[src/rtl/fifo_rd_sched_if.sv]
// Burst read scheduler bus: two requesters, show-ahead FIFO read side, downstream port.
interface fifo_rd_sched_if #(
  parameter int DATAWIDTH = 64,
  parameter int LENW      = 8
);
  logic                 req0, req1;
  logic [LENW-1:0]      len0, len1;
  logic                 gnt0, gnt1;
  logic                 abort;
  logic                 rempty;
  logic [DATAWIDTH-1:0] rdata;
  logic                 ren;
  logic                 dout_rdy;
  logic [DATAWIDTH-1:0] dout;
  logic                 dout_vld, dout_id, dout_last;
  logic                 busy, done;

  // Scheduler side
  modport slave (
    input  req0, req1, len0, len1, abort, rempty, rdata, dout_rdy,
    output gnt0, gnt1, ren, dout, dout_vld, dout_id, dout_last, busy, done
  );

  // Requesters / FIFO / downstream side
  modport master (
    output req0, req1, len0, len1, abort, rempty, rdata, dout_rdy,
    input  gnt0, gnt1, ren, dout, dout_vld, dout_id, dout_last, busy, done
  );
endinterface

[src/rtl/fifo_rd_sched.sv]
// Two-requester burst read scheduler: arbitrates, pops a granted number of
// words from a show-ahead FIFO and forwards them with a one-cycle register.
module fifo_rd_sched #(
  parameter int DATAWIDTH = 64,
  parameter int LENW      = 8
) (
  input  logic            rclk,
  input  logic            rrst,
  fifo_rd_sched_if.slave  bus
);
  typedef enum logic [1:0] {IDLE, BURST, DONE} state_t;

  state_t               state, nxt;
  logic [1:0]           req, gnt_c;
  logic                 win;
  logic                 pop;
  logic [LENW-1:0]      rem;
  logic                 id_q;
  logic                 last_id, have_last;
  logic [DATAWIDTH-1:0] dout_q;
  logic                 vld_q, last_q;

  assign req = {bus.req1, bus.req0};

  // Tie goes to whoever was not served last; before any completed burst, requester 0
  always_comb begin
    win = 1'b0;
    unique case (req)
      2'b10:   win = 1'b1;
      2'b11:   win = have_last ? ~last_id : 1'b0;
      default: win = 1'b0;
    endcase
  end

  // Pop only while bursting with data, space, words left and no abort
  assign pop = (state == BURST) && !bus.rempty && bus.dout_rdy &&
               (rem != '0) && !bus.abort;

  // Next state and grant pulse
  always_comb begin
    nxt   = state;
    gnt_c = 2'b00;
    unique case (state)
      IDLE: if (|req) begin
        nxt        = BURST;
        gnt_c[win] = 1'b1;
      end
      BURST: if (bus.abort || (rem == '0) || (pop && rem == LENW'(1))) nxt = DONE;
      DONE:  nxt = IDLE;
      default: nxt = IDLE;
    endcase
  end

  // State register
  always_ff @(posedge rclk or posedge rrst) begin
    if (rrst) state <= IDLE;
    else      state <= nxt;
  end

  // Remaining count and owner latch at grant; count down on each pop
  always_ff @(posedge rclk or posedge rrst) begin
    if (rrst) begin
      rem  <= '0;
      id_q <= 1'b0;
    end else if (state == IDLE && (|req)) begin
      rem  <= win ? bus.len1 : bus.len0;
      id_q <= win;
    end else if (pop) begin
      rem  <= rem - LENW'(1);
    end
  end

  // Output register: popped word appears exactly one cycle later
  always_ff @(posedge rclk or posedge rrst) begin
    if (rrst) begin
      dout_q <= '0;
      vld_q  <= 1'b0;
      last_q <= 1'b0;
    end else begin
      vld_q  <= pop;
      last_q <= pop && (rem == LENW'(1));
      if (pop) dout_q <= bus.rdata;
    end
  end

  // Remember who finished last for tie fairness
  always_ff @(posedge rclk or posedge rrst) begin
    if (rrst) begin
      last_id   <= 1'b0;
      have_last <= 1'b0;
    end else if (state == DONE) begin
      last_id   <= id_q;
      have_last <= 1'b1;
    end
  end

  // Grant is combinational in IDLE, so it must be masked while reset is held
  assign bus.gnt0      = gnt_c[0] & ~rrst;
  assign bus.gnt1      = gnt_c[1] & ~rrst;
  assign bus.ren       = pop;
  assign bus.dout      = dout_q;
  assign bus.dout_vld  = vld_q;
  assign bus.dout_last = last_q;
  assign bus.dout_id   = id_q;
  assign bus.busy      = (state != IDLE);
  assign bus.done      = (state == DONE);
endmodule

[src/flat_wrapper.sv]
// flat-port wrapper written by rule: the top's interface ports become plain ports
module fifo_rd_sched_flat 
#(
  parameter int DATAWIDTH = 64,
  parameter int LENW      = 8
)
  (rclk, rrst, bus_req0, bus_req1, bus_len0, bus_len1, bus_abort, bus_rempty, bus_rdata, bus_dout_rdy, bus_gnt0, bus_gnt1, bus_ren, bus_dout, bus_dout_vld, bus_dout_id, bus_dout_last, bus_busy, bus_done);
  fifo_rd_sched_if #(.DATAWIDTH(DATAWIDTH), .LENW(LENW)) bus_i ();
  input  logic rclk;
  input  logic rrst;
  input wire logic [$bits(bus_i.req0)-1:0] bus_req0;
  input wire logic [$bits(bus_i.req1)-1:0] bus_req1;
  input wire logic [$bits(bus_i.len0)-1:0] bus_len0;
  input wire logic [$bits(bus_i.len1)-1:0] bus_len1;
  input wire logic [$bits(bus_i.abort)-1:0] bus_abort;
  input wire logic [$bits(bus_i.rempty)-1:0] bus_rempty;
  input wire logic [$bits(bus_i.rdata)-1:0] bus_rdata;
  input wire logic [$bits(bus_i.dout_rdy)-1:0] bus_dout_rdy;
  output wire logic [$bits(bus_i.gnt0)-1:0] bus_gnt0;
  output wire logic [$bits(bus_i.gnt1)-1:0] bus_gnt1;
  output wire logic [$bits(bus_i.ren)-1:0] bus_ren;
  output wire logic [$bits(bus_i.dout)-1:0] bus_dout;
  output wire logic [$bits(bus_i.dout_vld)-1:0] bus_dout_vld;
  output wire logic [$bits(bus_i.dout_id)-1:0] bus_dout_id;
  output wire logic [$bits(bus_i.dout_last)-1:0] bus_dout_last;
  output wire logic [$bits(bus_i.busy)-1:0] bus_busy;
  output wire logic [$bits(bus_i.done)-1:0] bus_done;
  assign bus_i.req0 = bus_req0;
  assign bus_i.req1 = bus_req1;
  assign bus_i.len0 = bus_len0;
  assign bus_i.len1 = bus_len1;
  assign bus_i.abort = bus_abort;
  assign bus_i.rempty = bus_rempty;
  assign bus_i.rdata = bus_rdata;
  assign bus_i.dout_rdy = bus_dout_rdy;
  assign bus_gnt0 = bus_i.gnt0;
  assign bus_gnt1 = bus_i.gnt1;
  assign bus_ren = bus_i.ren;
  assign bus_dout = bus_i.dout;
  assign bus_dout_vld = bus_i.dout_vld;
  assign bus_dout_id = bus_i.dout_id;
  assign bus_dout_last = bus_i.dout_last;
  assign bus_busy = bus_i.busy;
  assign bus_done = bus_i.done;
  fifo_rd_sched #(.DATAWIDTH(DATAWIDTH), .LENW(LENW)) u_core (.rclk(rclk), .rrst(rrst), .bus(bus_i));
endmodule
[config.mk]
export PLATFORM = sky130hd
export DESIGN_NAME = fifo_rd_sched_flat
export DESIGN_NICKNAME = d
export VERILOG_FILES = /design/src/rtl/fifo_rd_sched_if.sv /design/src/rtl/fifo_rd_sched.sv /design/src/flat_wrapper.sv
export SDC_FILE = /design/constraint.sdc
export NUM_CORES = 1
export LEC_CHECK = 0
export ABC_CLOCK_PERIOD_IN_PS = 5400
export CAP_MARGIN = 20
export CORE_AREA = 2 2 91 93
export DETAILED_ROUTE_END_ITERATION = 8
export DIE_AREA = 0 0 93 95
export GPL_TIMING_DRIVEN = 0
export PLACE_DENSITY = 0.85
export SETUP_SLACK_MARGIN = 0.2
export SLEW_MARGIN = 25
export SYNTH_ARGS = -nofsm -noshare
export SYNTH_HDL_FRONTEND = slang
export SYNTH_SLANG_ARGS = --single-unit
[constraint.sdc]
create_clock -name rclk -period 5.4 [get_ports rclk]
set_clock_uncertainty 0.15 [all_clocks]
set_input_delay 0.81 -clock rclk [delete_from_list [all_inputs] [get_ports rclk]]
set_output_delay 0.81 -clock rclk [all_outputs]
set_load 0.02 [all_outputs]
; ---- After elaboration in Yosys (flattened, before gate mapping)
; Index checks and enable logic that the tools add are counted.
[totals]
reg_bits = 79
out_inout_bits = 72
[op_classes]
eq_ne = 7
magnitude_cmp = 2
n_mux = 12
bitwise = 4
n_addsub = 1
n_reduce_logical = 18
[op_table]
columns = cell, count
row1 = $mux W8, 3
row2 = $eq A8 B1 Y1 const B, 1
row3 = $logic_not A8 Y1, 1
row4 = $mux W2, 4
row5 = $reduce_bool A8 Y1, 1
row6 = $sub A8 B1 Y8 const B, 1
row7 = $logic_and A1 B1 Y1, 7
row8 = $eq A2 B2 Y1 const B, 3
row9 = $pmux W2 S2, 1
row10 = $reduce_bool A2 Y1, 2
row11 = $and A1 B1 Y1, 2
row12 = $eq A2 B1 Y1 const B, 1
row13 = $logic_not A1 Y1, 2
row14 = $logic_not A2 Y1, 1
row15 = $logic_or A1 B1 Y1, 2
row16 = $lt A1 B2 Y1 const B, 1
row17 = $mux W1, 2
row18 = $ne A2 B1 Y1 const B, 1
row19 = $ne A2 B2 Y1 const B, 1
row20 = $not A1 Y1, 2
row21 = $pmux W1 S2, 1
row22 = $reduce_and A2 Y1, 1
row23 = $reduce_or A2 Y1, 1
row24 = $demux W1 S1, 1
row25 = $ge A1 B1 Y1 const B, 1

; ---- Depth between registers and ports, before layout
; Gate-level depths: netlist of run 1.
[logic_depth]
depth_word = 10
mapped_depth = 8
ltp_nobuf = 6

; ---- Least setup slack after synthesis of run 1
; Ideal clock, no wire load.
[synth_timing]
path_kind = in2out
from = input port bus_req1
to = output port bus_gnt0
stages = 4
arrival_ns = 1.933
path_buffers = 2
required_ns = 4.440
slack_ns = 2.507
cell_sequence = clkbuf_1 -> o21ai_1 -> clkbuf_1 -> nor3_1
[synth_between]
elab_chain_len = 9
[synth_lines]
columns = item, line_no
row1 = from (decl), flat_wrapper.sv:12  ; input wire logic [$bits(bus_i.req1)-1:0] bus_req1;
row2 = $eq A2 B2 Y1, fifo_rd_sched.sv:28  ; unique case (req)
row3 = $pmux W1 S2, fifo_rd_sched.sv:28
row4 = $lt A1 B2 Y1 (not written as such) or $ge A1 B1 Y1 (tied branches), fifo_rd_sched.sv:46  ; gnt_c[win] = 1'b1;
row5 = $logic_and A1 B1 Y1 (not written as such), fifo_rd_sched.sv:46
row6 = $mux W1 (not written as such), fifo_rd_sched.sv:46
row7 = $demux W1 S1, n/a
row8 = $mux W2 *, fifo_rd_sched.sv:44  ; IDLE: if (|req) begin
row9 = $mux W2 *, fifo_rd_sched.sv:43  ; unique case (state)
row10 = $and A1 B1 Y1 *, fifo_rd_sched.sv:98  ; assign bus.gnt0 = gnt_c[0] & ~rrst;
row11 = to (decl), flat_wrapper.sv:19  ; output wire logic [$bits(bus_i.gnt0)-1:0] bus_gnt0;
; Mark *: on every way between the ends. The rest lies on a longest branch, timed or not.

; ---- Worst setup path after layout of run 1
[layout_timing]
from = input port bus_abort
to = output port bus_ren
[layout_between]
elab_chain_len = 2
[layout_lines]
columns = item, line_no
row1 = from (decl), flat_wrapper.sv:15  ; input wire logic [$bits(bus_i.abort)-1:0] bus_abort;
row2 = $logic_not A1 Y1, fifo_rd_sched.sv:37  ; (rem != '0) && !bus.abort;
row3 = $logic_and A1 B1 Y1, fifo_rd_sched.sv:37
row4 = to (decl), flat_wrapper.sv:21  ; output wire logic [$bits(bus_i.ren)-1:0] bus_ren;
; Every way passes these cells.

==> metrics.md, run 1 <==
| Metric | Value |
|---|---|
| Fin crit share | `74.2%` |
| Synthesized area | `3460 um^2` |
| Internal power | `1.94 mW` |
| Number of global-route vias before repair | `2709` |
| Worst Hold Class | `reg2reg` |
| #FFs+latches synth | `79` |
| RSZ-0062 raised after global routing | `no` |
| Fill cells | `578` |
| Crit. End Element | `output pin` |
| Total congestion overflow | `0` |
| DRC viols | `0` |
| Critical-path cell list | `clkdlybuf4s50_1 -> nor3b_1 -> and2_1 -> nand2_2 -> inv_2 -> buf_2 -> clkdlybuf4s50_1` |
| DPL Wire Length | `6.15 mm` |
| Layout area overhead | `56.3%` |
| Reg clk slew, reported paths | `90 ps` |
| Final wirelength | `8.17 mm` |
| Sequential share of the synthesized area | `57.1%` |
| Cell mode on critical path | `clkdlybuf4s50_1` |
| CTS resizes | `0` |
| Die X | `93 um` |
| Nets | `498` |
| Vias/cell | `5.02` |
| Via count | `2598` |
| Worst r2r path cells | `7` |
| Io pins | `159` |
| Maximum vdd drop | `304 uV` |
| LEAKAGE | `2.31 nW` |
| Clk sinks | `79` |
| CTS Root Cell | `clkbuf_8` |
| Top-count cell post-synth | `dfrtp_1` |
| WP depth | `7` |
| Outcome | `finished, final reports clean` |
| Reg2reg end | `u_core.bus.dout[2]` |
| Worst Max-Slew Pin Slew | `864 ps` |
| Setup ws final | `1390 ps` |
| Initial antenna violation count | `0` |
| First drt pass iteration count | `4` |
| Pre-CTS setup slack | `1380 ps` |
| Placer Congestion | `0.856` |
| Die ar. | `8840 um^2` |
| Largest stage delay, worst path | `650 ps` |
| Setup-failing EPs final | `0` |
| Grt met3 use | `5.43%` |
| Final min period | `4010 ps` |
| Die Ht | `95 um` |
| Comb power frac | `48.8%` |
| Detail Route Antenna Nets | `0` |
| Core region area | `7930 um^2` |
| Share of cells above drive strength 1 | `22.5%` |
| H-tree depth | `3` |
| Yosys warning total | `0` |
| N_diodes | `0` |
| CP Launch Point | `bus_abort` |
| Grt peak-use layer | `met2` |
| Met2 global-route usage | `30.4%` |
| Postcts setup bufs | `0` |
| Power Dens Cells | `552 nW/um^2` |
| Net switching power | `1.05 mW` |
| Setup tns final | `0 ps` |
| Cells after synthesis | `239` |
| Number of max-cap violations | `0` |
| Largest delay share family, worst path | `buffers and inverters` |
| CP Capture Point | `bus_ren` |
| Distinct cells, synth | `39` |
| Critical path required time | `4440 ps` |
| Sw frac | `35.1%` |
| Buffer and inverter count on the worst path | `4` |
| # hold bufs at CTS | `0` |
| FF-to-FF setup slack | `3130 ps` |
| Async set-reset flop share out of synthesis | `100%` |
| Hold WS | `355 ps` |
| Flop pwr share | `34.9%` |
| Placed Instance Area | `5190 um^2` |
| Met1 GRT Util | `22.9%` |
| Design area | `5410 um^2` |
| CTS tree | `done` |
| Main synth FF type | `dfrtp_1` |
| CP Data Arrival Time | `3050 ps` |
| Largest net degree at the start of global routing | `45` |
| Slowest CP cell | `clkdlybuf4s50_1` |
| Fin. Hold Viols | `0` |
| Critical path class | `in2out` |
| CTS Buf Count | `9` |
| IO buf count | `157` |
| Slew HR | `42.0%` |
| Crit-path max FO | `11` |
| Max Transition Viols Final | `0` |
| Wirelength per Cell | `15.8 um` |
| Storage cell area | `1980 um^2` |
| Max Buffers Root-to-Sink | `2` |
| Syn_nets | `329` |
| Multi-input gate area | `1380 um^2` |
| Synth area leaders | `dfrtp_1 57%, mux2_4 13%, mux2_2 11%` |
| All-Layer GR Usage | `18.6%` |
| Commonest cells post-synth | `79 x dfrtp_1, 35 x mux2_2, 30 x mux2_4` |
| Post-synth EDFFs | `0` |
| Clock Latency Late Sink | `350 ps` |
| Row count | `33` |
| Worst R2R Start | `u_core.state[1]` |
| Clock share of power | `16.3%` |
| First-pass GRT wire length | `12.8 mm` |
| Top-area cell type share of the netlist area | `57.1%` |
| Leading area contributor after synthesis | `dfrtp_1` |
| DRT iter0 DRCs | `92` |
| Fmax | `249 MHz` |
| Initial Utilization | `43.7%` |
| Setup crit start kind | `input pin` |
| Mean Syn Cell Area | `14.5 um^2` |
-- state kept, by name (all words and copies together), names as in the netlist --
signal	cells
u_core.bus.dout	64
u_core.bus.dout_id	1
u_core.bus.dout_last	1
u_core.bus.dout_vld	1
u_core.have_last	1
u_core.last_id	1
u_core.rem	8
u_core.state	2
-- power by group through the flow --
stage / combinational [mW] / sequential, mW / clock, mW
finish: 1.46 / 1.04 / 0.486
global route: 1.55 / 1.08 / 0.525
CTS: 1.47 / 1.04 / 0.503
detailed placement: 1.47 / 1.05 / 0
global placement: 1.44 / 1.04 / 0
floorplan: 0.489 / 1.34 / 0
-- logic make-up (layout without fill, tap and decap cells) --
| kind of cell | Yosys count | count (layout) | synth area share, % |
|---|---|---|---|
| flops | 79 | 79 | 57.1 |
| mux | 69 | 69 | 25.6 |
| simple gates | 42 | 42 | 7.30 |
| compound gates | 28 | 28 | 6.00 |
| buf+inv | 18 | 192 | 2.93 |
| fa+ha+maj | 3 | 3 | 1.08 |
-- metrics by stage --
step	util [%]	instances	power (mW)
2_1_floorplan	-	239	1.83
3_3_place_gp	65.1	501	2.47
3_5_place_dp	65.4	502	2.52
4_1_cts	68.2	518	3.02
5_1_grt	68.2	518	3.15
6_report	68.2	518	2.99
-- worst register-to-register path, delay by kind of cell (launching register included) --
| family | cells | cell delay [ps] |
|---|---|---|
| simple gates | 3 | 850 |
| buf+inv | 3 | 440 |
| mux | 1 | 320 |
| flops | 1 | 410 |
-- metal layers --
| layer | share of wire (%) | wire length, um |
|---|---|---|
| met3 | 8.0 | 650 |
| met5 | 0 | 0 |
| met4 | 2.1 | 171 |
| met2 | 49 | 4010 |
| met1 | 41 | 3340 |
-- placed cells by master (no fill, tap or decap), types with 4 or more instances in the layout --
cell,n
clkdlybuf4s50_1,157
dfrtp_1,79
mux2_2,35
mux2_4,30
clkbuf_8,9
nor2_1,7
nand2_1,7
inv_1,6
nand3_1,5
clkbuf_1,4
o221ai_1,4
buf_6,4
mux2i_1,4
clkinv_4,4
-- how the worst min path moves through the flow --
stage                     depth (start not counted)             endpoint                 from  slack (ps)
after floorplan                                   1     u_core.have_last     u_core.have_last         300
after global placement                            1     u_core.have_last     u_core.have_last         320
after detailed placement                          1     u_core.have_last     u_core.have_last         330
after CTS                                         1     u_core.have_last     u_core.have_last         360
after global routing                              1  u_core.bus.dout[27]  u_core.bus.dout[27]         370
final                                             1     u_core.have_last     u_core.have_last         360
-- area by class of cell --
cell class	instances	area share, %
Sequential cell	79	36.5
Timing Repair Buffer	158	29.4
Multi-Input combinational cell	142	25.6
Tap cell	105	2.43
Clock buffer	10	2.36
Clock inverter	6	1.76
Buffer	10	1.32
Inverter	8	0.601
Note: power is estimated with default switching activity, not from simulation.
==> run 2: changes to the inputs <==
--- a/config.mk
+++ b/config.mk
@@ -5,13 +5,13 @@
 export SDC_FILE = /design/constraint.sdc
 export NUM_CORES = 1
 export LEC_CHECK = 0
-export ABC_CLOCK_PERIOD_IN_PS = 5400
+export ABC_CLOCK_PERIOD_IN_PS = 3700
 export CAP_MARGIN = 20
-export CORE_AREA = 2 2 91 93
+export CORE_AREA = 2 2 95 97
 export DETAILED_ROUTE_END_ITERATION = 8
-export DIE_AREA = 0 0 93 95
+export DIE_AREA = 0 0 97 99
 export GPL_TIMING_DRIVEN = 0
-export PLACE_DENSITY = 0.85
+export PLACE_DENSITY = 0.79
 export SETUP_SLACK_MARGIN = 0.2
 export SLEW_MARGIN = 25
 export SYNTH_ARGS = -nofsm -noshare
==> constraint.sdc (replaced) <==
create_clock -name rclk -period 3.7 [get_ports rclk]
set_clock_uncertainty 0.15 [all_clocks]
set_input_delay 0.555 -clock rclk [delete_from_list [all_inputs] [get_ports rclk]]
set_output_delay 0.555 -clock rclk [all_outputs]
set_load 0.02 [all_outputs]
==> run 2 against run 1 <==
Utilization down 4.8 points. Critical endpoint unchanged. Global-route usage down 0.48 points. Largest power group unchanged. Clock power increased by 39%. Final cell count rose by 0.58%. Register-to-register slack got worse by 1600 ps. Largest cell class unchanged.
==> metrics.md, run 2 (synthesis gave the netlist of run 1 again) <==
| Metric | Value |
|---|---|
| Maximum vdd drop | `405 uV` |
| Clock Latency Late Sink | `330 ps` |
| Die Ht | `99 um` |
| Max Buffers Root-to-Sink | `2` |
| Io pins | `159` |
| Placed instance count | `505` |
| Storage cell area | `1980 um^2` |
| Worst Hold Class | `reg2reg` |
| DRT iter0 DRCs | `73` |
| Via count | `2541` |
| Grt peak-use layer | `met2` |
| Die X | `97 um` |
| Buffer and inverter count on the worst path | `4` |
| N_diodes | `0` |
| Initial antenna violation count | `0` |
| Critical-path cell list | `clkdlybuf4s50_1 -> nor3b_2 -> and2_1 -> nand2_2 -> inv_2 -> buf_2 -> clkdlybuf4s50_1` |
| Slowest CP cell | `clkdlybuf4s50_1` |
| Setup-failing EPs final | `0` |
| Share of cells above drive strength 1 | `23.5%` |
| Placer Congestion | `0.803` |
| Worst Max-Slew Pin Slew | `805 ps` |
| LEAKAGE | `2.31 nW` |
| Design area | `5420 um^2` |
| Min-delay src | `u_core.bus.dout[34]` |
| DRC viols | `0` |
| Wirelength per Cell | `15.9 um` |
| Crit-path max FO | `11` |
| Nets | `498` |
| Die ar. | `9600 um^2` |
| Final min period | `3380 ps` |
| Multi-input gate area | `1390 um^2` |
| Power Dens Cells | `801 nW/um^2` |
| Flop pwr share | `35.4%` |
| Slew HR | `46.0%` |
| Sw frac | `35.4%` |
| Clock share of power | `15.6%` |
| H-tree depth | `3` |
| CP Data Arrival Time | `2670 ps` |
| Max Transition Viols Final | `0` |
| CTS tree | `done` |
| Core region area | `8550 um^2` |
| DPL Wire Length | `6.21 mm` |
| Outcome | `finished, final reports clean` |
| Worst R2R Start | `u_core.rem[3]` |
| Fill cells | `667` |
| Largest net degree at the start of global routing | `54` |
| Largest delay share family, worst path | `buffers and inverters` |
| Reg clk slew, reported paths | `80 ps` |
| Critical path class | `in2out` |
| Layout area overhead | `56.7%` |
| Number of global-route vias before repair | `2756` |
| Grt met3 use | `7.02%` |
| First-pass GRT wire length | `14.0 mm` |
| Vias/cell | `4.88` |
| RSZ-0062 raised after global routing | `no` |
| IO buf count | `157` |
| Net switching power | `1.54 mW` |
| Detail Route Antenna Nets | `0` |
| Internal power | `2.80 mW` |
| Setup tns final | `0 ps` |
| FF-to-FF setup slack | `1510 ps` |
| Final Power | `4.34 mW` |
| Reg2reg end | `u_core.bus.dout[1]` |
| First drt pass iteration count | `4` |
| Crit. End Element | `output pin` |
| Fin crit share | `91.2%` |
| CTS Root Cell | `clkbuf_8` |
| Clk sinks | `79` |
| Commonest non-fill, non-tap cell in the layout | `clkdlybuf4s50_1` |
| Row count | `34` |
| All-Layer GR Usage | `18.1%` |
| Final wirelength | `8.30 mm` |
| Worst Hold Path EP | `u_core.bus.dout[34]` |
| Fin. Hold Viols | `0` |
| Max reg flops | `64` |
| # hold bufs at CTS | `0` |
| Post-Layout Cell Count | `521` |
| Fmax | `296 MHz` |
| Met1 GRT Util | `23.2%` |
| Met2 global-route usage | `29.4%` |
| Most frequent cells in the layout | `157 x clkdlybuf4s50_1, 79 x dfrtp_1, 35 x mux2_2, 30 x mux2_4, 11 x clkbuf_8` |
| Comb power frac | `49.0%` |
| Number of max-cap violations | `0` |
| Cell mode on critical path | `clkdlybuf4s50_1` |
| Placed Instance Area | `5200 um^2` |
| Total congestion overflow | `0` |
| Fin util | `63.4%` |
| Largest stage delay, worst path | `660 ps` |
| Hold Path Stages | `1` |
| WP depth | `7` |
| Initial Utilization | `40.5%` |
| Worst r2r path cells | `7` |
| CTS Buf Count | `9` |
| Critical path required time | `2990 ps` |
| Setup crit start kind | `input pin` |
## run 2: area by class of cell
| cell class | count | share of cell area [%] |
|---|---|---|
| timing repair buffer | 158 | 29.5 |
| tap | 108 | 2.49 |
| buffer | 10 | 1.31 |
| clock buffer | 11 | 2.79 |
| multi-input combinational | 142 | 25.7 |
| inverter | 8 | 0.600 |
| sequential | 79 | 36.4 |
| clock inverter | 5 | 1.18 |
## run 2: power groups by stage
stage	Combinational (mW)	Sequential (mW)	Clock, mW
3_5_place_dp	2.14	1.54	0
2_1_floorplan	0.713	1.95	0
5_1_grt	2.27	1.60	0.739
6_report	2.13	1.54	0.677
4_1_cts	2.15	1.54	0.699
3_3_place_gp	2.10	1.52	0
## run 2: repair_timing
item | 4_1_cts | 5_1_grt
endpoints found under the setup margin | 1 | 2
gates resized for setup | 1 | 2
buffers inserted | 0 | 0
## run 2: stage by stage
step	hold slack, ps	worst slack, ps
after global routing	373	208
final	360	325
after CTS	362	306
after global placement	325	-351
after detailed placement	338	180
after floorplan	300	972
## run 2: routing by layer
metal	vias to the layer above	routed length, um
met3	4	620
li1	1200	-
met5	-	0
met4	0	52
met1	1231	3510
met2	106	4120
## run 2: worst max path at each step
stage	startpoint	to	slack, ps
floorplan	rrst	u_core.bus.dout[0]	970
global placement	rrst	u_core.bus.dout[20]	-350
detailed placement	bus_abort	bus_ren	180
CTS	bus_dout_rdy	bus_ren	310
global route	bus_abort	bus_ren	210
finish	bus_abort	bus_ren	320
